**config.mk**
```make
export PLATFORM = sky130hd
export DESIGN_NAME = uart_tx_arbiter_flat
export DESIGN_NICKNAME = d
export VERILOG_FILES = /design/src/rtl/uart_pkg.sv /design/src/rtl/uart_tx_arbiter_if.sv /design/src/rtl/uart_rr_pick.sv /design/src/rtl/uart_tx_arbiter.sv /design/src/flat_wrapper.sv
export SDC_FILE = /design/constraint.sdc
export NUM_CORES = 1
export LEC_CHECK = 0
export BUFFER_PORTS_ARGS = -buffer_cell sky130_fd_sc_hd__buf_2
export CORE_MARGIN = 2
export CORE_UTILIZATION = 45
export CTS_BUF_LIST = sky130_fd_sc_hd__clkbuf_8
export DETAILED_ROUTE_END_ITERATION = 6
export HOLD_SLACK_MARGIN = 0.12
export MAX_ROUTING_LAYER = met4
export PLACE_DENSITY = 0.75
export SLEW_MARGIN = 25
export SYNTH_ARGS = -nofsm -noshare
export SYNTH_HDL_FRONTEND = slang
export SYNTH_SLANG_ARGS = --single-unit
export TNS_END_PERCENT = 1
```
**constraint.sdc**
```tcl
create_clock -name clk -period 3.1 [get_ports clk]
set_input_delay 0 -clock clk [delete_from_list [all_inputs] [get_ports clk]]
set_output_delay 0 -clock clk [all_outputs]
set_load 0.005 [all_outputs]
```
**src/rtl/uart_pkg.sv**
```systemverilog
// ---------------------------------------------------------------------------
// uart_pkg
// Shared definitions for the UART transmit arbiter slice: the arbiter FSM
// state encoding and the default requester count / start timeout used as
// parameter defaults by the interface, the picker and the arbiter top.
// ---------------------------------------------------------------------------
package uart_pkg;

    // Default number of byte requesters sharing the UART.
    localparam int DEFAULT_N_REQ         = 4;

    // Default number of cycles to wait for the UART to report busy after a
    // transmit strobe before the byte is given up.
    localparam int DEFAULT_START_TIMEOUT = 4;

    // Arbiter FSM states.
    typedef enum logic [1:0] {
        IDLE       = 2'd0,  // looking for an eligible requester
        ISSUE      = 2'd1,  // one-cycle transmit strobe to the UART
        WAIT_START = 2'd2,  // waiting for the UART to go busy
        WAIT_DONE  = 2'd3   // waiting for the UART to finish the byte
    } arb_state_t;

endpackage

```
**src/rtl/uart_tx_arbiter_if.sv**
```systemverilog
// ---------------------------------------------------------------------------
// uart_tx_arbiter_if
// Byte-requester bus between N_REQ producers and the UART transmit arbiter.
//   req_valid [N_REQ]    requester i offers a byte
//   req_data  [8*N_REQ]  byte of requester i at bits [8i+7:8i]
//   req_last  [N_REQ]    the offered byte ends requester i's packet
//   req_ready [N_REQ]    one-hot: requester i's byte is taken on this edge
// Modports: master = requester side, slave = arbiter side.
// ---------------------------------------------------------------------------
interface uart_tx_arbiter_if
    import uart_pkg::*;
#(
    parameter int N_REQ = DEFAULT_N_REQ
) ();

    logic [N_REQ-1:0]   req_valid;
    logic [8*N_REQ-1:0] req_data;
    logic [N_REQ-1:0]   req_last;
    logic [N_REQ-1:0]   req_ready;

    modport master (
        output req_valid,
        output req_data,
        output req_last,
        input  req_ready
    );

    modport slave (
        input  req_valid,
        input  req_data,
        input  req_last,
        output req_ready
    );

endinterface

```
**src/rtl/uart_rr_pick.sv**
```systemverilog
// ---------------------------------------------------------------------------
// uart_rr_pick
// Rotating-priority search: returns the first set bit of req, scanning
// upward from ptr and wrapping past N_REQ-1 back to 0.
//   req       [N_REQ]        request vector
//   ptr       [clog2(N_REQ)] index that currently has highest priority
//   grant     [N_REQ]        one-hot winner (all zero when req is zero)
//   grant_idx [clog2(N_REQ)] index of the winner (0 when req is zero)
//   any                      at least one request present
// Purely combinational.
// ---------------------------------------------------------------------------
module uart_rr_pick
    import uart_pkg::*;
#(
    parameter int N_REQ = DEFAULT_N_REQ
) (
    input  logic [N_REQ-1:0]         req,
    input  logic [$clog2(N_REQ)-1:0] ptr,
    output logic [N_REQ-1:0]         grant,
    output logic [$clog2(N_REQ)-1:0] grant_idx,
    output logic                     any
);

    localparam int IDX_W = $clog2(N_REQ);

    int               cand;
    logic [IDX_W-1:0] cand_idx;

    // NOTE: every signal driven here gets a default before any conditional
    // assignment, so no path leaves it unassigned and no latch is inferred.
    always_comb begin
        grant     = '0;
        grant_idx = '0;
        any       = 1'b0;
        cand      = 0;
        cand_idx  = '0;
        for (int off = 0; off < N_REQ; off++) begin
            cand     = (int'(ptr) + off) % N_REQ;
            cand_idx = IDX_W'(cand);
            if (!any && req[cand_idx]) begin
                any             = 1'b1;
                grant[cand_idx] = 1'b1;
                grant_idx       = cand_idx;
            end
        end
    end

endmodule

```
**src/rtl/uart_tx_arbiter.sv**
```systemverilog
// ---------------------------------------------------------------------------
// uart_tx_arbiter
// Shares one UART transmitter among N_REQ byte requesters. Bytes are taken
// one at a time with rotating priority; with LOCK_PACKETS=1 a requester
// keeps the UART until it sends the byte flagged last. Each byte is strobed
// into the UART, and the arbiter waits for the UART to start and finish
// before taking the next byte. A UART that does not start within
// START_TIMEOUT cycles raises start_error and the byte is dropped.
// Ports:
//   clk, rst               clock; synchronous active-high reset
//   req_bus (slave)        requester valid/data/last/ready bus
//   uart_transmit          one-cycle strobe to the UART
//   uart_tx_byte  [8]      byte for the UART, stable until back in IDLE
//   uart_is_transmitting   UART busy flag
//   grant_id [clog2 N_REQ] current or most recent owner
//   busy                   FSM active or a packet lock is held
//   start_error            one-cycle pulse on UART start timeout
//   bytes_sent    [16]     bytes completed by the UART, wrapping
// ---------------------------------------------------------------------------
module uart_tx_arbiter
    import uart_pkg::*;
#(
    parameter int N_REQ         = DEFAULT_N_REQ,
    parameter int LOCK_PACKETS  = 1,
    parameter int START_TIMEOUT = DEFAULT_START_TIMEOUT
) (
    input  logic                     clk,
    input  logic                     rst,
    uart_tx_arbiter_if.slave         req_bus,
    output logic                     uart_transmit,
    output logic [7:0]               uart_tx_byte,
    input  logic                     uart_is_transmitting,
    output logic [$clog2(N_REQ)-1:0] grant_id,
    output logic                     busy,
    output logic                     start_error,
    output logic [15:0]              bytes_sent
);

    localparam int IDX_W = $clog2(N_REQ);
    localparam int TMR_W = $clog2(START_TIMEOUT + 1);

    arb_state_t       state, state_next;
    logic [IDX_W-1:0] rr_ptr;
    logic             lock_held;
    logic [IDX_W-1:0] lock_owner;
    logic [TMR_W-1:0] start_timer;
    logic             timeout;
    logic             accept;
    logic             pick_last;

    logic [N_REQ-1:0] eligible;
    logic [N_REQ-1:0] pick_grant;
    logic [IDX_W-1:0] pick_idx;
    logic             pick_any;

    // While a packet is locked only its owner may compete; everyone else
    // simply waits until the owner's last byte goes through.
    always_comb begin
        eligible = req_bus.req_valid;
        if (lock_held) begin
            eligible = req_bus.req_valid & (N_REQ'(1) << lock_owner);
        end
    end

    uart_rr_pick #(
        .N_REQ (N_REQ)
    ) u_pick (
        .req       (eligible),
        .ptr       (rr_ptr),
        .grant     (pick_grant),
        .grant_idx (pick_idx),
        .any       (pick_any)
    );

    assign pick_last = req_bus.req_last[pick_idx];
    // The WAIT_START cycle that reaches this count is the last one allowed.
    assign timeout   = (start_timer == TMR_W'(START_TIMEOUT - 1));
    assign busy      = (state != IDLE) || lock_held;

    // Next-state and strobe decode. The strobes are masked while rst is high
    // so a reset never lets a byte be accepted, strobed or reported as a
    // start failure on its way out.
    always_comb begin
        state_next        = state;
        accept            = 1'b0;
        uart_transmit     = 1'b0;
        start_error       = 1'b0;
        req_bus.req_ready = '0;
        unique case (state)
            IDLE: begin
                if (pick_any) begin
                    accept            = 1'b1;
                    req_bus.req_ready = pick_grant;
                    state_next        = ISSUE;
                end
            end
            ISSUE: begin
                uart_transmit = 1'b1;
                state_next    = WAIT_START;
            end
            WAIT_START: begin
                if (uart_is_transmitting) begin
                    state_next = WAIT_DONE;
                end else if (timeout) begin
                    start_error = 1'b1;
                    state_next  = IDLE;
                end
            end
            WAIT_DONE: begin
                if (!uart_is_transmitting) begin
                    state_next = IDLE;
                end
            end
            default: state_next = IDLE;
        endcase
        if (rst) begin
            accept            = 1'b0;
            uart_transmit     = 1'b0;
            start_error       = 1'b0;
            req_bus.req_ready = '0;
        end
    end

    // NOTE: state is updated with non-blocking assignments so every register
    // samples the pre-edge values, independent of statement order.
    always_ff @(posedge clk) begin
        if (rst) begin
            state        <= IDLE;
            rr_ptr       <= '0;
            lock_held    <= 1'b0;
            lock_owner   <= '0;
            start_timer  <= '0;
            grant_id     <= '0;
            bytes_sent   <= '0;
            // NOTE: the byte holding register is reset only because its value
            // is visible on uart_tx_byte; pure storage with no observable
            // reset value would be left without one.
            uart_tx_byte <= '0;
        end else begin
            state       <= state_next;
            start_timer <= (state == WAIT_START) ? start_timer + TMR_W'(1) : '0;

            if (accept) begin
                uart_tx_byte <= req_bus.req_data[8*pick_idx +: 8];
                grant_id     <= pick_idx;
                if (LOCK_PACKETS != 0) begin
                    lock_held  <= !pick_last;
                    lock_owner <= pick_idx;
                end
                // Priority only rotates once the winner no longer holds the
                // UART, so a locked packet does not move the pointer.
                if (LOCK_PACKETS == 0 || pick_last) begin
                    rr_ptr <= (int'(pick_idx) == N_REQ - 1) ? '0 : pick_idx + IDX_W'(1);
                end
            end

            // A dropped byte breaks the packet, so the owner loses the lock.
            if (start_error) begin
                lock_held <= 1'b0;
            end

            if (state == WAIT_DONE && !uart_is_transmitting) begin
                bytes_sent <= bytes_sent + 16'd1;
            end
        end
    end

endmodule

```
**src/flat_wrapper.sv**
```systemverilog
// flat-port wrapper written by rule: the top's interface ports become plain ports
module uart_tx_arbiter_flat import uart_pkg::*;
#(
    parameter int N_REQ         = DEFAULT_N_REQ,
    parameter int LOCK_PACKETS  = 1,
    parameter int START_TIMEOUT = DEFAULT_START_TIMEOUT
)
  (clk, rst, uart_transmit, uart_tx_byte, uart_is_transmitting, grant_id, busy, start_error, bytes_sent, req_bus_req_valid, req_bus_req_data, req_bus_req_last, req_bus_req_ready);
  uart_tx_arbiter_if #(.N_REQ(N_REQ)) req_bus_i ();
  input  logic clk;
  input  logic rst;
  output logic uart_transmit;
  output logic [7:0] uart_tx_byte;
  input  logic uart_is_transmitting;
  output logic [$clog2(N_REQ)-1:0] grant_id;
  output logic busy;
  output logic start_error;
  output logic [15:0] bytes_sent;
  input wire logic [$bits(req_bus_i.req_valid)-1:0] req_bus_req_valid;
  input wire logic [$bits(req_bus_i.req_data)-1:0] req_bus_req_data;
  input wire logic [$bits(req_bus_i.req_last)-1:0] req_bus_req_last;
  output wire logic [$bits(req_bus_i.req_ready)-1:0] req_bus_req_ready;
  assign req_bus_i.req_valid = req_bus_req_valid;
  assign req_bus_i.req_data = req_bus_req_data;
  assign req_bus_i.req_last = req_bus_req_last;
  assign req_bus_req_ready = req_bus_i.req_ready;
  uart_tx_arbiter #(.N_REQ(N_REQ), .LOCK_PACKETS(LOCK_PACKETS), .START_TIMEOUT(START_TIMEOUT)) u_core (.clk(clk), .rst(rst), .req_bus(req_bus_i), .uart_transmit(uart_transmit), .uart_tx_byte(uart_tx_byte), .uart_is_transmitting(uart_is_transmitting), .grant_id(grant_id), .busy(busy), .start_error(start_error), .bytes_sent(bytes_sent));
endmodule
```
Word level (Yosys, flattened, before mapping)
Cells that the tools add are included.
{"block": "totals", "ff_bits": 34, "in_bits": 43, "out_inout_bits": 33, "elab_cells": 106}
{"block": "op_classes", "n_addsub": 6, "order_cmp": 9, "n_eq_ne": 8, "shift": 2, "mux": 49, "n_bitwise": 5, "reduce_logical": 20}
{"cell": "4-bit 2-to-1 mux", "n": 8}
{"cell": "32-bit by 6-bit variable part select with 8-bit output", "n": 1}
{"cell": "1-bit 2-to-1 mux", "n": 22}
{"cell": "2-bit 2-to-1 mux", "n": 9}
{"cell": "16-bit by 1-bit adder with 16-bit output (second input constant)", "n": 1}
{"cell": "2-bit by 3-bit less-than comparator with 1-bit output (second input constant)", "n": 5}
{"cell": "4-bit OR", "n": 3}
{"cell": "1-bit binary-select mux with 2-bit select", "n": 5}
{"cell": "1-bit demux with 2-bit select", "n": 4}
{"cell": "2-bit by 1-bit greater-or-equal comparator with 1-bit output (second input constant)", "n": 4}
{"cell": "1-bit logical AND", "n": 8}
{"cell": "2-bit case mux with 4 select lines", "n": 1}
{"cell": "1-bit logical NOT", "n": 5}
{"cell": "2-bit by 1-bit adder with 2-bit output (second input constant)", "n": 2}
{"cell": "2-bit adder (second input constant)", "n": 2}
{"cell": "4-bit AND", "n": 1}
{"cell": "2-bit by 1-bit == test with 1-bit output (second input constant)", "n": 2}
{"cell": "2-bit == test (second input constant)", "n": 2}
{"cell": "2-bit OR reduction", "n": 2}
{"cell": "1-bit by 2-bit left shift with 4-bit output (first input constant)", "n": 1}
{"cell": "3-bit by 1-bit adder with 3-bit output (second input constant)", "n": 1}
{"cell": "3-bit by 2-bit == test with 1-bit output (second input constant)", "n": 1}
{"cell": "3-bit by 2-bit != test with 1-bit output (second input constant)", "n": 1}
{"cell": "3-bit AND reduction", "n": 1}
{"cell": "7 further kinds", "n": 7}

Longest topological paths before layout
{"block": "logic_depth", "depth_word": 19, "depth_mapped": 12, "mapped_depth_nobuf": 10}

Cells and area by module
A second synthesis with hierarchy kept.
{"block": "unflattened", "cells_unflattened": 240, "hier_area_um2": 2224.6}
{"module": "uart_tx_arbiter", "instances": 1, "cells_per_inst": 195, "area_each_um2": 1803.0, "seq_area_each_um2": 680.7}
{"module": "uart_rr_pick", "instances": 1, "cells_per_inst": 45, "area_each_um2": 421.7, "seq_area_each_um2": 0.0}

Worst setup path before layout
No wires, ideal clock.
{"block": "synth_path", "kind": "flip-flop to flip-flop", "start": "reg u_core.rr_ptr[0]", "end": "reg u_core.rr_ptr[1]", "setup_time_ns": 0.121, "arrival_ns": 2.759, "required_ns": 2.979, "slack_ns": 0.221, "path_stages_with_launch": 11, "path_buffers": 2, "synth_period_minus_slack_ns": 2.879, "cell_sequence": "dfxtp_1 -> buf_6 -> inv_1 -> ha_1 -> or3_1 -> a211oi_2 -> o32ai_4 -> inv_2 -> buf_6 -> ha_1 -> mux2_2"}
{"block": "synth_via", "word_cells_on_any_way": 34, "cone_classes": "4 x add/sub; 1 x eq/ne; 22 x mux; 7 x reduce/logical"}
{"element": "start: declaration", "line": "uart_tx_arbiter.sv:43", "source": "logic [IDX_W-1:0] rr_ptr;"}
{"element": "start signal: assignment", "line": "uart_tx_arbiter.sv:153", "source": "rr_ptr <= (int'(pick_idx) == N_REQ - 1) ? '0 : pick_idx + IDX_W'(1);"}
{"element": "parallel branches: the longest is 11 deep, another holds 2-bit by 1-bit adder with 2-bit output"}
{"element": "2-bit 2-to-1 mux (*)", "line": "uart_rr_pick.sv:40", "source": "if (!any && req[cand_idx]) begin"}
{"element": "net u_core.pick_idx[0]", "line": "uart_tx_arbiter.sv:53", "source": "logic [IDX_W-1:0] pick_idx;"}
{"element": "1-bit binary-select mux with 2-bit select", "line": "uart_tx_arbiter.sv:75", "source": "assign pick_last = req_bus.req_last[pick_idx];"}
{"element": "1-bit 2-to-1 mux (implied by the code)", "line": "uart_tx_arbiter.sv:75"}
{"element": "2-bit AND reduction (no source line)"}
Mark *: on every way through the listed nets, which the timed path passes. The select of a mux whose other input is x is not followed.
A chain may end at the register's enable or synchronous reset.

Worst setup path after layout
{"block": "layout_path", "start": "reg u_core.rr_ptr[0]", "end": "reg u_core.lock_held"}
{"block": "layout_via", "elab_chain_len": 15, "word_cells_on_any_way": 31, "cone_classes": "3 x add/sub; 21 x mux; 7 x reduce/logical"}
{"element": "parallel branches: the longest is 15 deep, another holds 2-bit by 1-bit adder with 2-bit output"}
{"element": "end signal: assignment", "line": "uart_tx_arbiter.sv:147", "source": "lock_held <= !pick_last;"}
{"element": "end: declaration", "line": "uart_tx_arbiter.sv:44", "source": "logic lock_held;"}
Parallel ways; which one is timed is not known. The select of a mux whose other input is x is not followed.

==> flow_results.xml <==
<?xml version="1.0" encoding="UTF-8"?>
<metrics>
  <group name="sta">
    <metric name="rsz0062_at_grt" unit="">false</metric>
    <metric name="hold_viol" unit="">0</metric>
    <metric name="maxSlewHeadroom" unit="%">60.0</metric>
    <metric name="hold-worst-slack" unit="ns">0.168</metric>
    <metric name="fmax" unit="GHz">0.344</metric>
    <metric name="finalCriticalPeriod" unit="ns">2.91</metric>
    <metric name="final_clock_period_utilization_by_the_worst_path" unit="%">93.7</metric>
    <metric name="setup_total_negative_slack" unit="ns">0</metric>
    <metric name="finalSetupViolations" unit="">0</metric>
    <metric name="finalClockSkew" unit="ns">0.00528</metric>
    <metric name="timing_max_transition_violations_final" unit="">0</metric>
    <metric name="worst_slew_pin_slew" unit="ns">0.600</metric>
  </group>
  <group name="global_route">
    <metric name="grt_max_degree" unit="">35</metric>
    <metric name="antenna_found_initial" unit="">0</metric>
    <metric name="grt_remaining_overflow" unit="">0</metric>
    <metric name="grt_pass1_wl" unit="mm">8.51</metric>
    <metric name="first_global_vias" unit="">1954</metric>
    <metric name="global_route.usage.total" unit="%">18.1</metric>
  </group>
  <group name="synth">
    <metric name="postSynth.asyncResetShare" unit="%">0</metric>
    <metric name="register_bit_count_reported_by_yosys" unit="">34</metric>
    <metric name="count_of_yosys_warnings_during_synthesis" unit="">0</metric>
    <metric name="synth_top_family_by_area" unit="">simple AND/OR/NAND/NOR gates</metric>
    <metric name="synth_area_in_adders" unit="%">6.41</metric>
    <metric name="avg_cell_area_syn" unit="um2">9.48</metric>
    <metric name="synthFlopType" unit="">sky130_fd_sc_hd__dfxtp_1</metric>
    <metric name="synth-xor-area-share" unit="%">5.61</metric>
    <metric name="yosysUniqueCellTypes" unit="">50</metric>
    <metric name="synth_compound_gate_area_share" unit="%">16.2</metric>
    <metric name="post_synth_inst_count" unit="">247</metric>
    <metric name="mapped_cell_area" unit="um2">2340</metric>
    <metric name="post_synth_and_or_nand_nor_area_fraction" unit="%">21.7</metric>
    <metric name="synth-edff-count" unit="">0</metric>
    <metric name="postSynthNetCount" unit="">302</metric>
    <metric name="synth.yosys.seq_area_share" unit="%">29.1</metric>
    <metric name="post_synth_mux_area_share" unit="%">16.7</metric>
  </group>
  <group name="critical_path">
    <metric name="crit_arrival" unit="ns">3.09</metric>
    <metric name="element_type_at_the_critical_path_end" unit="">register</metric>
    <metric name="worst_r2r_setup_slack" unit="ns">0.19</metric>
    <metric name="rr_endpoint" unit="">u_core.lock_held</metric>
    <metric name="worst_ep_required_time" unit="ns">3.29</metric>
    <metric name="critical_path.reg2reg.startpoint" unit="">u_core.rr_ptr[0]</metric>
    <metric name="worstSetupPathType" unit="">reg -&gt; reg</metric>
    <metric name="reg2regPathDepth" unit="">8</metric>
    <metric name="critPathLaunchType" unit="">register</metric>
    <metric name="cp_max_fo" unit="">14</metric>
  </group>
  <group name="clock_tree">
    <metric name="cts_root_buffer" unit="">sky130_fd_sc_hd__clkbuf_8</metric>
    <metric name="insertion_delay" unit="ns">0.28</metric>
    <metric name="tritoncts_num_sinks" unit="">34</metric>
    <metric name="cts_max_path_buffers" unit="">2</metric>
    <metric name="post_cts.repair.setup_buffers" unit="">0</metric>
    <metric name="cts_tree" unit="">done</metric>
    <metric name="cts-buffers-inserted" unit="">5</metric>
    <metric name="cts.htree.levels" unit="">2</metric>
    <metric name="cts.clk_slew.worst_paths" unit="ns">0.07</metric>
  </group>
  <group name="power">
    <metric name="p_total" unit="mW">2.12</metric>
    <metric name="intPower" unit="mW">1.27</metric>
    <metric name="switching_share" unit="%">39.9</metric>
    <metric name="power.ir.vdd_worst" unit="mV">0.349</metric>
    <metric name="power.share.combinational" unit="%">56.1</metric>
    <metric name="p_seq_share" unit="%">27.9</metric>
    <metric name="clkPwrFrac" unit="%">16.0</metric>
    <metric name="power_leakage" unit="nW">1.26</metric>
    <metric name="power_density" unit="nW/um2">731</metric>
    <metric name="power.switching" unit="mW">0.844</metric>
  </group>
  <group name="final_layout">
    <metric name="layout_commonest_cell" unit="">sky130_fd_sc_hd__buf_2</metric>
    <metric name="antenna_cells_inserted" unit="">0</metric>
    <metric name="finalCoreUtilization" unit="%">57.1</metric>
    <metric name="n_fill_cell" unit="">473</metric>
    <metric name="final_nets" unit="">379</metric>
    <metric name="final_layout_size_suffix_gt1_share" unit="%">38.5</metric>
    <metric name="flow.area_growth_from_synthesis" unit="%">23.7</metric>
    <metric name="final_cell_mix" unit="">75 x sky130_fd_sc_hd__buf_2, 33 x sky130_fd_sc_hd__dfxtp_1, 29 x sky130_fd_sc_hd__nor2_1</metric>
    <metric name="fin_cells" unit="">395</metric>
  </group>
  <group name="worst_hold_path">
    <metric name="holdPathEnd" unit="">u_core.uart_tx_byte[3]</metric>
    <metric name="hold_path.startpoint" unit="">req_bus_req_data[11]</metric>
    <metric name="worstHoldPathType" unit="">in -&gt; reg</metric>
    <metric name="whs_path_depth" unit="">4</metric>
  </group>
  <group name="detailed_routing">
    <metric name="drt_pre_antenna_iters" unit="">6</metric>
    <metric name="routedWlPerCell" unit="um">12.9</metric>
    <metric name="vias_per_cell" unit="">5.29</metric>
    <metric name="vias" unit="">2088</metric>
    <metric name="antenna_left" unit="">0</metric>
    <metric name="wl" unit="mm">5.10</metric>
    <metric name="drt-initial-drc-count" unit="">64</metric>
    <metric name="route.detailed.drc" unit="">0</metric>
  </group>
  <group name="floorplanning">
    <metric name="floorplan.die_area" unit="um2">5800</metric>
    <metric name="die_y" unit="um">76.1</metric>
    <metric name="io-pin-count" unit="">76</metric>
    <metric name="fp.coreArea" unit="um2">5070</metric>
    <metric name="initial_core_util" unit="%">46.1</metric>
    <metric name="core_rows" unit="">26</metric>
    <metric name="die_width" unit="um">76.1</metric>
  </group>
  <group name="run_status">
    <metric name="outcome" unit="">completed</metric>
  </group>
  <group name="placed_design">
    <metric name="place_inst" unit="">386</metric>
    <metric name="gp_congestion" unit="">0.889</metric>
    <metric name="place.detailed.hpwl" unit="mm">3.87</metric>
    <metric name="placement.io_buffers" unit="">75</metric>
  </group>
  <group name="job">
    <metric name="max_cap_viol_count" unit="">0</metric>
  </group>
</metrics>
worst max-delay path, cell delays in order (launching register included):
cell,delay [ns]
sky130_fd_sc_hd__dfxtp_2,0.49
sky130_fd_sc_hd__inv_1,0.10
sky130_fd_sc_hd__ha_1,0.38
sky130_fd_sc_hd__or3_1,0.42
sky130_fd_sc_hd__a211oi_2,0.47
sky130_fd_sc_hd__o32ai_4,0.18
sky130_fd_sc_hd__inv_2,0.12
sky130_fd_sc_hd__mux2_4,0.32
sky130_fd_sc_hd__a2111oi_4,0.33
kinds of logic after synthesis:
| logic type | count (synthesis) |
|---|---|
| DFF | 34 |
| muxes | 34 |
| adders and majority gates | 12 |
| xor gates and xnor gates | 15 |
| AOI/OAI and AO/OA | 40 |
| and+or+nand+nor | 92 |
| buffers and inverters | 20 |
Yosys cell counts, types with 4 or more instances:
| cell type | count | area, um2 |
|---|---|---|
| sky130_fd_sc_hd__nand2_1 | 17 | 63.8 |
| sky130_fd_sc_hd__mux2i_1 | 23 | 230 |
| sky130_fd_sc_hd__ha_1 | 12 | 150 |
| sky130_fd_sc_hd__nor2_1 | 29 | 109 |
| sky130_fd_sc_hd__and4_1 | 4 | 35.0 |
| sky130_fd_sc_hd__a222oi_1 | 4 | 40.0 |
| sky130_fd_sc_hd__dfxtp_1 | 34 | 681 |
| sky130_fd_sc_hd__o21ai_2 | 8 | 70.1 |
| sky130_fd_sc_hd__clkbuf_1 | 8 | 30.0 |
| sky130_fd_sc_hd__a21oi_1 | 9 | 45.0 |
| sky130_fd_sc_hd__nand3_1 | 8 | 40.0 |
| sky130_fd_sc_hd__nand3b_1 | 8 | 60.1 |
| sky130_fd_sc_hd__xor2_1 | 12 | 105 |
| sky130_fd_sc_hd__inv_1 | 6 | 22.5 |
| sky130_fd_sc_hd__mux2_4 | 10 | 150 |
repair_timing:
action / CTS / global route
setup endpoints to repair: 0 / 10
hold buffers: 1 / 0
resized for setup: 0 / 1
hold endpoints to repair: 2 / 0
metal layers:
layer / vias up / GRT usage, % / part of all wire, %
met5: - / - / 0
met4: 0 / 5.45 / 1.1
met1: 970 / 20.8 / 46
met2: 56 / 32.1 / 48
met3: 5 / 3.55 / 4.4
li1: 1057 / - / -
state kept, by name (all words and copies together), names as in the netlist:
signal / flops
u_core.bytes_sent: 16
u_core.uart_tx_byte: 8
u_core.start_timer: 3
u_core.lock_owner: 2
u_core.rr_ptr: 2
u_core.state: 2
u_core.lock_held: 1
how the worst max path moves through the flow:
stage	to	cells after the start	startpoint	slack, ns
5_1_grt	u_core.lock_held	8	u_core.rr_ptr[0]	0.06
6_report	u_core.lock_held	8	u_core.rr_ptr[0]	0.19
3_3_place_gp	u_core.lock_held	8	u_core.rr_ptr[0]	0.20
2_1_floorplan	u_core.rr_ptr[1]	10	u_core.rr_ptr[0]	0.22
3_5_place_dp	u_core.lock_held	8	u_core.rr_ptr[0]	0.06
4_1_cts	u_core.lock_held	8	u_core.rr_ptr[0]	0.05
power by group through the flow:
stage	clock network [mW]	logic [mW]	registers [mW]
after floorplan	0	0.955	0.570
after global placement	0	1.16	0.591
after detailed placement	0	1.19	0.599
after CTS	0.350	1.19	0.588
after global routing	0.370	1.29	0.603
final	0.339	1.19	0.590
per-stage QoR:
| step | instance area (um2) | setup slack (ns) |
|---|---|---|
| after floorplan | 2340 | 0.221 |
| after global placement | 2790 | 0.205 |
| after detailed placement | 2790 | 0.0578 |
| after CTS | 2890 | 0.0523 |
| after global routing | 2900 | 0.0589 |
| final | 2900 | 0.194 |
layout make-up:
cell class                      count  area (um2)  area share (%)
Inverter                            7        26.3           0.908
Multi-Input combinational cell    193        1570            54.1
Sequential cell                    34         682            23.6
Tap cell                           70        87.6            3.03
Clock inverter                      2        12.5           0.432
Clock buffer                        6        82.6            2.85
Timing Repair Buffer               83         438            15.1
(Power assumes the default switching activity.)
